$ cat src/rtl/siso_decoder_pkg.sv
// Shared constants and types for the SISO decoder blocks: default geometry,
// branch-metric FSM encoding and the guard width used by the saturating datapath.
package siso_decoder_pkg;

    localparam int DWIDTH_DEF   = 16;
    localparam int ROW_SIZE_DEF = 3072;
    // Three DWIDTH operands summed need two extra bits before the halving shift.
    localparam int SAT_GUARD    = 2;

    typedef enum logic [1:0] {
        ST_IDLE  = 2'd0,
        ST_RUN   = 2'd1,
        ST_FLUSH = 2'd2
    } bm_state_t;

endpackage

$ cat src/rtl/bm_sat_shift.sv
// Two-stage add / arithmetic-halve / saturate slice for one branch metric.
// PAR_SUB selects whether the parity LLR is added (branch1) or subtracted (branch2).
module bm_sat_shift
    import siso_decoder_pkg::*;
#(
    parameter int DWIDTH  = DWIDTH_DEF,
    parameter bit PAR_SUB = 1'b0
) (
    input  logic              aclk,
    input  logic              aresetn,
    input  logic              i_load,
    input  logic              i_shift,
    input  logic [DWIDTH-1:0] i_sys,
    input  logic [DWIDTH-1:0] i_apr,
    input  logic [DWIDTH-1:0] i_par,
    output logic [DWIDTH-1:0] o_branch
);

    localparam int SW = DWIDTH + SAT_GUARD;

    logic signed [SW-1:0] sys_x;
    logic signed [SW-1:0] apr_x;
    logic signed [SW-1:0] par_x;
    logic signed [SW-1:0] sum_d;
    logic signed [SW-1:0] sum_q;
    logic signed [SW-1:0] shr;
    logic                 in_range;
    logic [DWIDTH-1:0]    sat;

    always_comb begin
        sys_x = {{SAT_GUARD{i_sys[DWIDTH-1]}}, i_sys};
        apr_x = {{SAT_GUARD{i_apr[DWIDTH-1]}}, i_apr};
        par_x = {{SAT_GUARD{i_par[DWIDTH-1]}}, i_par};
        sum_d = PAR_SUB ? (sys_x + apr_x - par_x) : (sys_x + apr_x + par_x);
    end

    // Arithmetic shift floors toward minus infinity; the value fits DWIDTH only
    // when every bit from the DWIDTH sign position upward agrees.
    always_comb begin
        shr      = sum_q >>> 1;
        in_range = (&shr[SW-1:DWIDTH-1]) || (~|shr[SW-1:DWIDTH-1]);
        if (in_range) begin
            sat = shr[DWIDTH-1:0];
        end else if (shr[SW-1]) begin
            sat = {1'b1, {(DWIDTH-1){1'b0}}};
        end else begin
            sat = {1'b0, {(DWIDTH-1){1'b1}}};
        end
    end

    always_ff @(posedge aclk or negedge aresetn) begin
        if (!aresetn) begin
            sum_q    <= '0;
            o_branch <= '0;
        end else begin
            if (i_load) begin
                sum_q <= sum_d;
            end
            if (i_shift) begin
                o_branch <= sat;
            end
        end
    end

endmodule

$ cat src/rtl/branch_metric_block.sv
// Branch-metric front end of the SISO decoder: counts trellis steps per frame,
// checks frame framing against s_last and streams saturated branch pairs to the alpha rows.
module branch_metric_block
    import siso_decoder_pkg::*;
#(
    parameter int DWIDTH   = DWIDTH_DEF,
    parameter int ROW_SIZE = ROW_SIZE_DEF,
    localparam int AW      = $clog2(ROW_SIZE)
) (
    input  logic              aclk,
    input  logic              aresetn,
    input  logic              i_start,
    input  logic              s_valid,
    output logic              s_ready,
    input  logic [DWIDTH-1:0] s_sys,
    input  logic [DWIDTH-1:0] s_par,
    input  logic [DWIDTH-1:0] s_apr,
    input  logic              s_last,
    output logic              o_valid,
    output logic [AW-1:0]     o_addr,
    output logic [DWIDTH-1:0] o_branch1,
    output logic [DWIDTH-1:0] o_branch2,
    output logic              o_done,
    output logic              o_err,
    output bm_state_t         dbg_state
);

    localparam logic [AW-1:0] K_LAST = AW'(ROW_SIZE - 1);

    bm_state_t     state_q;
    bm_state_t     state_d;
    logic [AW-1:0] k_q;
    logic [AW-1:0] addr1_q;
    logic          v1_q;
    logic          last1_q;
    logic          accept;
    logic          k_is_last;
    logic          start_acc;

    // Handshake: a sample transfers on any cycle with s_valid && s_ready; s_ready
    // depends only on state. The output side has no ready: o_valid is a strobe
    // and o_addr/o_branch* keep their last value while it is low.
    assign s_ready   = (state_q == ST_RUN);
    assign accept    = s_valid && s_ready;
    assign k_is_last = (k_q == K_LAST);
    assign start_acc = (state_q == ST_IDLE) && i_start;
    assign dbg_state = state_q;

    always_ff @(posedge aclk or negedge aresetn) begin
        if (!aresetn) begin
            state_q <= ST_IDLE;
        end else begin
            state_q <= state_d;
        end
    end

    always_comb begin
        state_d = state_q;
        case (state_q)
            ST_IDLE:  if (i_start) state_d = ST_RUN;
            ST_RUN:   if (accept && k_is_last) state_d = ST_FLUSH;
            ST_FLUSH: if (o_done) state_d = ST_IDLE;
            default:  state_d = ST_IDLE;
        endcase
    end

    // Framing errors are only flagged; the frame length is fixed by the counter.
    always_ff @(posedge aclk or negedge aresetn) begin
        if (!aresetn) begin
            k_q   <= '0;
            o_err <= 1'b0;
        end else if (start_acc) begin
            k_q   <= '0;
            o_err <= 1'b0;
        end else if (accept) begin
            k_q <= k_is_last ? '0 : k_q + AW'(1);
            if (s_last != k_is_last) begin
                o_err <= 1'b1;
            end
        end
    end

    always_ff @(posedge aclk or negedge aresetn) begin
        if (!aresetn) begin
            v1_q    <= 1'b0;
            addr1_q <= '0;
            last1_q <= 1'b0;
            o_valid <= 1'b0;
            o_addr  <= '0;
            o_done  <= 1'b0;
        end else begin
            v1_q    <= accept;
            o_valid <= v1_q;
            o_done  <= v1_q && last1_q;
            if (accept) begin
                addr1_q <= k_q;
                last1_q <= k_is_last;
            end
            if (v1_q) begin
                o_addr <= addr1_q;
            end
        end
    end

    bm_sat_shift #(
        .DWIDTH (DWIDTH),
        .PAR_SUB(1'b0)
    ) u_branch1 (
        .aclk    (aclk),
        .aresetn (aresetn),
        .i_load  (accept),
        .i_shift (v1_q),
        .i_sys   (s_sys),
        .i_apr   (s_apr),
        .i_par   (s_par),
        .o_branch(o_branch1)
    );

    bm_sat_shift #(
        .DWIDTH (DWIDTH),
        .PAR_SUB(1'b1)
    ) u_branch2 (
        .aclk    (aclk),
        .aresetn (aresetn),
        .i_load  (accept),
        .i_shift (v1_q),
        .i_sys   (s_sys),
        .i_apr   (s_apr),
        .i_par   (s_par),
        .o_branch(o_branch2)
    );

endmodule

$ cat config.mk
export PLATFORM = sky130hd
export DESIGN_NAME = branch_metric_block
export DESIGN_NICKNAME = d
export VERILOG_FILES = /design/src/rtl/siso_decoder_pkg.sv /design/src/rtl/bm_sat_shift.sv /design/src/rtl/branch_metric_block.sv
export SDC_FILE = /design/constraint.sdc
export NUM_CORES = 1
export LEC_CHECK = 0
export ABC_AREA = 1
export ABC_CLOCK_PERIOD_IN_PS = 1850
export BUFFER_PORTS_ARGS = -buffer_cell sky130_fd_sc_hd__buf_2
export CAP_MARGIN = 20
export CORE_ASPECT_RATIO = 0.7
export CORE_MARGIN = 2
export CORE_UTILIZATION = 45
export CTS_CLUSTER_DIAMETER = 150
export CTS_CLUSTER_SIZE = 40
export DETAILED_ROUTE_END_ITERATION = 8
export GPL_TIMING_DRIVEN = 1
export PLACE_DENSITY_LB_ADDON = 0.05
export SKIP_LAST_GASP = 1
export SLEW_MARGIN = 10
export SYNTH_ARGS = -nofsm -noshare
export SYNTH_HDL_FRONTEND = slang
export SYNTH_SLANG_ARGS = --single-unit
$ cat constraint.sdc
create_clock -name aclk -period 1.85 [get_ports aclk]
set_clock_uncertainty 0.1 [all_clocks]
set_input_delay 0.185 -clock aclk [delete_from_list [all_inputs] [get_ports aclk]]
set_output_delay 0.185 -clock aclk [all_outputs]
set_load 0.03 [all_outputs]
==> results.md <==
* GR Overflow Total at 0
* Failing checks: negative setup slack
* LEAKAGE at 5.51 nW
* EDFF count, synth at 0
* R2R Setup Slk at 0.17 ns
* Clk root buf: clkbuf_16
* Final #Nets at 1337
* Run status: finished, violations left
* Initial antenna violation count at 0
* Startpoint Class: input port
* Final WS setup at -0.686 ns
* Drt total wl at 21100 µm
* Routing usage on met2 at 36.7%
* First DRT Iteration DRCs at 448
* Actual slew at the worst max-slew pin at 0.388 ns
* H-Tree Depth at 3
* Clock sink count at 109
* R2r endpoint: k_q[7]$_DFFE_PN0P_
* Chip Width at 155 µm
* YS warnings at 0
* Final period utilization at 137%
* N_diodes at 0
* Routability congestion estimate from global placement at 0.865
* Endpoint class of the critical path: flip-flop
* Clock Pin Slew Worst Setup and Hold Paths at 0.08 ns
* Number of global-route vias before repair at 6685
* Total track usage at 25.5%
* Hold Vio Cnt, Final at 0
* Peak supply drop at 0.000426 V
* Hpwl dp at 15500 µm
* Total number of vias at 7161
* Starting Density at 46.2%
* WP depth at 23
* Setup violators final at 32
* I/O pin cnt at 103
* Avg WL per Cell at 14.7 µm
* Vias/cell at 5.00
* TritonCTS clock tree: built
* Predominant post-synthesis flop cell: dfrtp_1
* I/O Buffers at 102
* Fill cells at 1306
* Buf/Inv on CP at 5
* Post-synth ARST share at 100%
* CTS buffer count at 9
* Max-cap viol count at 0
* Die height at 110 µm
* Crit path DAT at 2.69 ns
* Layout Area Growth over Synthesis at 47.0%
* Worst Setup Path Type: in2reg
* GRT busiest layer: met1
* Mapped cell area at 7200 µm²
* Met3 Resource Use GR at 3.39%
* DRC at 0
* Layout cell share with drive strength beyond 1 at 39.5%
* Total power at 8.39 mW
* Hold Path Class: in2reg
* Max-slew headroom at 74.1%
* Worst path cell trace: buf_6 > ha_4 > inv_2 > fa_2 > inv_2 > nand3_4 > nand2_4 > a21oi_4 > o21bai_1 > buf_4 > xor2_4 > ha_4 > nor2_4 > nand2_2 > nor2_1 > nand2_1 > nand3_2 > buf_6 > nand2_4 > nand2_2 > nand2_2 > nand3_2 > nand2_1
* Core area at 15600 µm²
* Register area share after synthesis at 37.9%
* Final core utilization at 67.9%
* #FFs+latches synth at 109
* Maximum clock insertion buffer count at 2
* Cells after Synth at 991
* Power Dens Cells at 792 nW/µm²
* Global Route met1 Usage at 40.9%
* Post-synth cell types at 41
* Most frequent cells in the layout: 273 x nand2_1, 136 x buf_4, 109 x dfrtp_1
* Fmax at 394 MHz
* Largest net degree at the start of global routing at 69
* Critical Path Max Stage Delay at 0.35 ns
* Commonest non-fill, non-tap cell in the layout: nand2_1
* First-pass GRT wire length at 34300 µm
* CP Max Fanout at 7
* Req. time, crit path at 2.01 ns
* CP max-delay cell: fa_2
* R2R Path Start: k_q[1]$_DFFE_PN0P_
* Synthesized Nets at 1100
* Slew Limit Fails at 0
* FF-to-FF path depth at 8
* Crit path from: s_apr[0]
* Fin crit period at 2.54 ns
* Critical Path Sink: u_branch1.sum_q[13]$_DFFE_PN0P_
* RSZ-0062 raised after global routing: true
* CP most frequent cell: nand2_2
* Top delay family on crit path: simple AND/OR/NAND/NOR gates
* Clock Latency Late Sink at 0.36 ns
* Die area at 17100 µm²
* Syn_area_per_cell at 7.27 µm²
* TritonRoute pass-1 iters at 6
* FP Rows at 38
* Antenna Nets Post-Route at 0
how the worst min path moves through the flow:
stage	from	endpoint	slack, ns	depth (start not counted)
finish	s_last	o_err$_DFFE_PN0P_	0.03	4
global route	s_last	o_err$_DFFE_PN0P_	0.06	4
floorplan	aresetn	addr1_q[0]$_DFFE_PN0P_	-0.21	0
CTS	s_last	o_err$_DFFE_PN0P_	0.02	4
global placement	aresetn	u_branch1.o_branch[5]$_DFFE_PN0P_	-0.08	1
detailed placement	aresetn	u_branch1.o_branch[5]$_DFFE_PN0P_	-0.09	1
worst reg2reg max path: cells and delay by family, from the launching register on:
family,cells,cell delay [ns]
simple gates,7,0.90
fa+ha+maj,1,0.20
flops,1,0.38
metrics by stage:
stage | setup TNS [ns] | setup slack, ns | hold slack (ns) | std cells | instance area [µm²]
finish | -16.71 | -0.686 | 0.0275 | 1433 | 10600
global route | -20.91 | -0.863 | 0.0586 | 1433 | 10600
CTS | -13.83 | -0.648 | 0.0182 | 1419 | 10200
detailed placement | -32.50 | -1.36 | -0.0853 | 1383 | 8910
global placement | -31.24 | -1.28 | -0.0847 | 1383 | 8910
floorplan | -16.46 | -0.811 | -0.211 | 991 | 7360
cells in the mapped netlist (5+ instances only):
master / instances / share of area (%)
a21oi_1: 77 / 5.4
buf_2: 15 / 1.0
buf_4: 5 / 0.52
clkbuf_1: 6 / 0.31
dfrtp_1: 109 / 38
ha_1: 53 / 9.2
inv_1: 102 / 5.3
nand2_1: 322 / 17
nand2_2: 5 / 0.43
nand3_1: 68 / 4.7
nor2_1: 88 / 4.6
nor3_1: 11 / 0.76
o21ai_0: 41 / 2.8
o21bai_1: 11 / 1.1
xor2_1: 22 / 2.7
area by class of cell:
class	count	area, µm²	share of cell area, %
Multi-Input combinational cell	740	5020	47.4
Sequential cell	109	2730	25.8
Timing Repair Buffer	261	1860	17.6
Inverter	107	407	3.84
Tap cell	200	250	2.36
Clock buffer	9	225	2.13
Clock inverter	7	93.8	0.886
where the power goes:
group / switching [mW] / internal (mW) / total [mW]
clock: 1.03 / 0.987 / 2.02
sequential: 0 / 2.38 / 2.38
combinational: 2.14 / 1.86 / 3.99
total: 3.17 / 5.22 / 8.39
state kept, by name (all words and copies together), names as in the netlist, 2 cells and up:
register and flops:
addr1_q 12, dbg_state 2, k_q 12, o_addr 12
u_branch1.o_branch 16, u_branch1.sum_q 17, u_branch2.o_branch 16, u_branch2.sum_q 17
kinds of logic (layout without fill, tap and decap cells):
group           Yosys count  count (layout)  synth area share (%)
simple gates            517             517                  29.8
fa+ha+maj                56              56                  10.0
compound gates          142             142                  10.8
xor+xnor                 25              25                  3.04
flops                   109             109                  37.9
buf+inv                 142             384                  8.39
metal layers:
layer	vias to the layer above	wire [µm]
met5	-	0
met4	0	138
met3	14	1010
met2	176	8650
met1	3335	11300
li1	3636	-
what timing repair did:
action                                 in CTS  in global routing
setup endpoints to repair                  30                 35
endpoints found under the hold margin     109                  0
hold buffers                                1                  0
gates resized for setup                   170                 62
pin swaps                                  63                 45
buffers inserted                           19                 14
No activity file was read; power rests on OpenSTA's default activity.
